[src/rtl/counter_cmd_arbiter.sv]
// counter_cmd_arbiter
// Round-robin arbiter that lets NUM_REQ requesters share one load/enable
// counter datapath. Each granted command (LOAD value or COUNT n steps) owns
// the counter's set/ena/din controls until it completes. All outputs except
// req_ready_o are registered.

module counter_cmd_arbiter #(
    parameter int NUM_REQ    = 2,
    parameter int DATA_WIDTH = 8
) (
    input  logic                          clk,
    input  logic                          rst_n,
    input  logic [NUM_REQ-1:0]            req_valid_i,
    output logic [NUM_REQ-1:0]            req_ready_o,
    input  logic [NUM_REQ-1:0]            req_op_i,
    input  logic [NUM_REQ*DATA_WIDTH-1:0] req_data_i,
    output logic                          ctr_set_o,
    output logic                          ctr_ena_o,
    output logic [DATA_WIDTH-1:0]         ctr_din_o,
    output logic                          busy_o,
    output logic [$clog2(NUM_REQ)-1:0]    grant_id_o,
    output logic                          cmd_done_o
);

    localparam int IDW = $clog2(NUM_REQ);

    localparam logic [1:0] ST_IDLE  = 2'd0;
    localparam logic [1:0] ST_LOAD  = 2'd1;
    localparam logic [1:0] ST_COUNT = 2'd2;

    localparam logic [DATA_WIDTH-1:0] STEP_ONE = DATA_WIDTH'(1);
    localparam logic [DATA_WIDTH-1:0] STEP_TWO = DATA_WIDTH'(2);
    localparam logic [IDW:0]          NUM_REQ_W = (IDW+1)'(NUM_REQ);

    // Registered state
    logic [1:0]            state_q,    state_d;
    logic [DATA_WIDTH-1:0] step_q,     step_d;
    logic [IDW-1:0]        last_q,     last_d;
    logic [IDW-1:0]        grant_id_q, grant_id_d;
    logic                  ctr_set_q,  ctr_set_d;
    logic                  ctr_ena_q,  ctr_ena_d;
    logic [DATA_WIDTH-1:0] ctr_din_q,  ctr_din_d;
    logic                  busy_q,     busy_d;
    logic                  cmd_done_q, cmd_done_d;

    // Arbitration signals
    logic [IDW:0]          scan_sum [NUM_REQ];
    logic [IDW-1:0]        scan_idx [NUM_REQ];
    logic [DATA_WIDTH-1:0] req_data_arr [NUM_REQ];
    logic                  win_found;
    logic [IDW-1:0]        win_id;
    logic                  win_op;
    logic [DATA_WIDTH-1:0] win_data;
    logic                  is_idle;
    logic                  handshake;

    assign is_idle = (state_q == ST_IDLE);

    // Unpack the flat data bus and build the round-robin scan order
    // last+1, last+2, ... (mod NUM_REQ) without a divider.
    genvar gi;
    generate
        for (gi = 0; gi < NUM_REQ; gi++) begin : g_scan
            assign req_data_arr[gi] = req_data_i[gi*DATA_WIDTH +: DATA_WIDTH];
            assign scan_sum[gi]     = {1'b0, last_q} + (IDW+1)'(gi + 1);
            assign scan_idx[gi]     = (scan_sum[gi] >= NUM_REQ_W)
                                    ? IDW'(scan_sum[gi] - NUM_REQ_W)
                                    : scan_sum[gi][IDW-1:0];
        end
    endgenerate

    // Pick the first valid requester in round-robin order
    always_comb begin
        win_found = 1'b0;
        win_id    = '0;
        for (int k = 0; k < NUM_REQ; k++) begin
            if (!win_found && req_valid_i[scan_idx[k]]) begin
                win_found = 1'b1;
                win_id    = scan_idx[k];
            end
        end
    end

    assign win_op    = req_op_i[win_id];
    assign win_data  = req_data_arr[win_id];
    assign handshake = is_idle && win_found;

    // Ready is offered only to the winner and only while idle
    generate
        for (gi = 0; gi < NUM_REQ; gi++) begin : g_ready
            assign req_ready_o[gi] = handshake && (win_id == IDW'(gi));
        end
    endgenerate

    // Next-state and registered-output logic for the command sequencer
    always_comb begin
        state_d    = state_q;
        step_d     = step_q;
        last_d     = last_q;
        grant_id_d = grant_id_q;
        ctr_din_d  = ctr_din_q;
        ctr_set_d  = 1'b0;
        ctr_ena_d  = 1'b0;
        busy_d     = 1'b0;
        cmd_done_d = 1'b0;

        case (state_q)
            ST_IDLE: begin
                if (handshake) begin
                    last_d     = win_id;
                    grant_id_d = win_id;
                    busy_d     = 1'b1;
                    if (!win_op) begin
                        // LOAD completes in its single active cycle
                        state_d    = ST_LOAD;
                        ctr_set_d  = 1'b1;
                        ctr_din_d  = win_data;
                        cmd_done_d = 1'b1;
                    end else begin
                        // COUNT n: n=0 still spends one cycle in COUNT
                        state_d    = ST_COUNT;
                        step_d     = win_data;
                        ctr_ena_d  = (win_data != '0);
                        cmd_done_d = (win_data <= STEP_ONE);
                    end
                end
            end
            ST_LOAD: begin
                state_d = ST_IDLE;
            end
            ST_COUNT: begin
                // step_q holds the enable cycles remaining including this one
                if (step_q <= STEP_ONE) begin
                    state_d = ST_IDLE;
                    step_d  = '0;
                end else begin
                    step_d     = step_q - STEP_ONE;
                    busy_d     = 1'b1;
                    ctr_ena_d  = 1'b1;
                    cmd_done_d = (step_q == STEP_TWO);
                end
            end
            default: begin
                state_d = ST_IDLE;
                step_d  = '0;
            end
        endcase
    end

    // State registers with asynchronous active-low reset
    always_ff @(posedge clk or negedge rst_n) begin
        if (!rst_n) begin
            state_q    <= ST_IDLE;
            step_q     <= '0;
            last_q     <= IDW'(NUM_REQ - 1);
            grant_id_q <= '0;
            ctr_set_q  <= 1'b0;
            ctr_ena_q  <= 1'b0;
            ctr_din_q  <= '0;
            busy_q     <= 1'b0;
            cmd_done_q <= 1'b0;
        end else begin
            state_q    <= state_d;
            step_q     <= step_d;
            last_q     <= last_d;
            grant_id_q <= grant_id_d;
            ctr_set_q  <= ctr_set_d;
            ctr_ena_q  <= ctr_ena_d;
            ctr_din_q  <= ctr_din_d;
            busy_q     <= busy_d;
            cmd_done_q <= cmd_done_d;
        end
    end

    assign ctr_set_o  = ctr_set_q;
    assign ctr_ena_o  = ctr_ena_q;
    assign ctr_din_o  = ctr_din_q;
    assign busy_o     = busy_q;
    assign grant_id_o = grant_id_q;
    assign cmd_done_o = cmd_done_q;

endmodule

[config.mk]
export PLATFORM = sky130hd
export DESIGN_NAME = counter_cmd_arbiter
export DESIGN_NICKNAME = d
export VERILOG_FILES = /design/src/rtl/counter_cmd_arbiter.sv
export SDC_FILE = /design/constraint.sdc
export NUM_CORES = 1
export LEC_CHECK = 0
export BUFFER_PORTS_ARGS = -buffer_cell sky130_fd_sc_hd__buf_2
export CAP_MARGIN = 40
export CORE_MARGIN = 4
export CORE_UTILIZATION = 42
export DETAILED_ROUTE_END_ITERATION = 10
export PLACE_DENSITY = 0.74
export SLEW_MARGIN = 0
export SYNTH_ARGS = -nofsm -noshare
export SYNTH_HDL_FRONTEND = slang
export SYNTH_SLANG_ARGS = --single-unit
[constraint.sdc]
create_clock -name clk -period 2.6 [get_ports clk]
set_clock_uncertainty 0.15 [all_clocks]
set_input_delay 0.26 -clock clk [delete_from_list [all_inputs] [get_ports clk]]
set_output_delay 0.26 -clock clk [all_outputs]
set_load 0.02 [all_outputs]
==> flow_summary.toml <==
[layout]
multiInputGateArea_um2 = 741
regArea_um2 = 602
nets = 202
nFillCells = 304
drive_above_1_share = 0.301
final_common_cell = "buf_2"
syn_to_final_growth_pct = 18.6
final_cell_mix = "buf_2, dfrtp_1, a21oi_1"
num_antenna_cells = 0

[placement]
hpwl_um = 2780
io_buffer_count = 36
pre_cts_ws_ps = 460
place_congestion = 0.818

[floorplanning]
io_pins = 37
start_util = 0.450
row_count = 20
fp.dieH_um = 65.6
die_w_um = 65.6
coreArea_um2 = 3100
die-area_um2 = 4310

[pwr]
p_per_area_nw_per_um2 = 393
p_leak_nw = 0.793
vdd_drop_max_uv = 263
p_total_mw = 0.651

[worst_setup_path]
r2r_cells = 4
cp-end-kind = "flop"
reg2reg_from = "step_q[4]$_DFFE_PN0P_"
crit_fanout = 7
critPathLaunch = "step_q[4]$_DFFE_PN0P_"
cp.arrival_ps = 2240
crit_type = "reg2reg"
crit_required_ps = 2670
ff2ff_setup_slack_ps = 440
start_kind = "flop"
r2r_end = "step_q[1]$_DFFE_PN0P_"

[clock_tree]
ctsLongestPathBuffers = 2
post_cts_buffers = 0
cts_tree = "built"
cts_sinks = 24
cts_buffers = 3
clk_pin_slew_ps = 130
htree_levels = 1
ctsResizeCount = 0
clk_latency_ps = 310
root_buffer = "clkbuf_4"

[hold_path]
whs_endpoint = "ctr_din_o[6]$_DFFE_PN0P_"
holdCritPathClass = "in2reg"
min_from = "req_data_i[14]"
whs_path_depth = 3

[routing]
firstDrtPassIters = 4
avgViaCountPerCell = 5.75
drc = 0
wire_per_inst_um = 16.0
wirelength_um = 3520
ant_nets = 0
dr_total_vias = 1265
drt_iter0_markers = 58

[global_route]
grt_pass1_vias = 1271
grt_usage = 0.173
grt_antenna_before_repair = 0
grt_overflow = 0
grt_max_degree = 25
grt_pass1_wl_um = 5860

[synth]
syn_nets = 166
synth_ff_type = "dfrtp_1"
postSynthCellCount = 141
synth_warnings = 0
synth_cell_types = 41
avgSynthCellArea_um2 = 9.89
synth_edf_count = 0
yosysSeqAreaShare = 0.431
ys_seq_elements = 24
synth_area_um2 = 1400
synthArstFlopShare = 1.00

[status]
status = "finished, final reports clean"

[timing]
rsz0062_at_grt = "no"
fin_hold_ws_ps = 66.8
fin_setup_tns_ps = 0
hold_violations = 0
slew_viol_final = 0
worst_pin_slew_ps = 612
fin_crit_ps = 2160
setup_viol_count_final = 0
relSlewSlack = 0.591
fmax_ghz = 0.462
min_period_over_period = 0.833
setup_ws_ps = 435

[flow_run]
max-cap-violations = 0
==> metal layers <==
layer	track usage	routed length, µm	vias up
li1	-	-	609
met1	0.225	1490	597
met2	0.302	1760	53
met3	0.0188	230	6
met4	0.0492	27	0
met5	0	0	-
==> area by class of cell <==
type                       count  area share
multi-input combinational    105       0.448
sequential                    24       0.364
timing repair buffer          39       0.124
tap                           44      0.0333
clock buffer                   4      0.0219
inverter                       4     0.00908
==> worst max path at each step <==
stage                                     to  slack, ps  cells past startpoint
CTS                    step_q[1]$_DFFE_PN0P_        450                      4
detailed placement     step_q[1]$_DFFE_PN0P_        460                      4
global route           step_q[1]$_DFFE_PN0P_        310                      4
global placement       step_q[1]$_DFFE_PN0P_        510                      4
finish                 step_q[1]$_DFFE_PN0P_        440                      4
floorplan           ctr_din_o[0]$_DFFE_PN0P_        570                      6
==> per-stage QoR <==
stage / instances / instance area [µm²] / util
detailed placement: 215 / 1610 / 0.518
finish: 220 / 1650 / 0.533
CTS: 220 / 1650 / 0.533
floorplan: 141 / 1400 / -
global placement: 215 / 1610 / 0.518
global route: 220 / 1650 / 0.533
==> sequential cells by signal, indices dropped and copies added, names as in the netlist <==
name and cells:
ctr_set_o 1, busy_o 1, ctr_ena_o 1, step_q 8, last_q 1, state_q 2
cmd_done_o 1, grant_id_o 1, ctr_din_o 8
==> critical path: stages (launching register included) <==
cell and delay, ps:
dfrtp_1 440, or4_1 670, o41ai_4 480, o32ai_1 170, a21o_1 170
==> Yosys cell counts, types with 2 or more instances <==
master	count	area share
mux2i_1	5	0.036
nand3_1	7	0.025
nand2b_1	4	0.018
a211o_1	3	0.019
dfrtp_1	23	0.41
ha_1	3	0.027
nor2_1	3	0.0081
or3_1	3	0.013
clkbuf_1	4	0.011
nor4_1	3	0.013
o31ai_1	5	0.027
inv_1	4	0.011
nor3_1	10	0.036
and2_1	2	0.0090
nand2_1	4	0.011
buf_2	3	0.011
or4_1	2	0.011
a21o_1	3	0.016
o21ai_0	6	0.022
a21oi_1	17	0.061
nor2b_1	2	0.0090
mux2_2	6	0.048
==> power by group <==
part | total, mW | switching [mW] | internal [mW]
Combinational | 0.0782 | 0.0463 | 0.0319
Sequential | 0.377 | 0.00133 | 0.375
Clock | 0.196 | 0.110 | 0.0856
==> what timing repair did <==
item,CTS,global route
setup endpoints to repair,0,0
hold endpoints to repair,23,0
hold buffers,1,0
==> cells by family after synthesis <==
| logic type | after synthesis | synth area share |
|---|---|---|
| compound gates | 46 | 0.236 |
| fa+ha+maj | 3 | 0.0269 |
| buf+inv | 12 | 0.0377 |
| flops | 24 | 0.431 |
| mux | 11 | 0.0843 |
| simple gates | 45 | 0.184 |
Note: power is estimated with default switching activity, not from simulation.
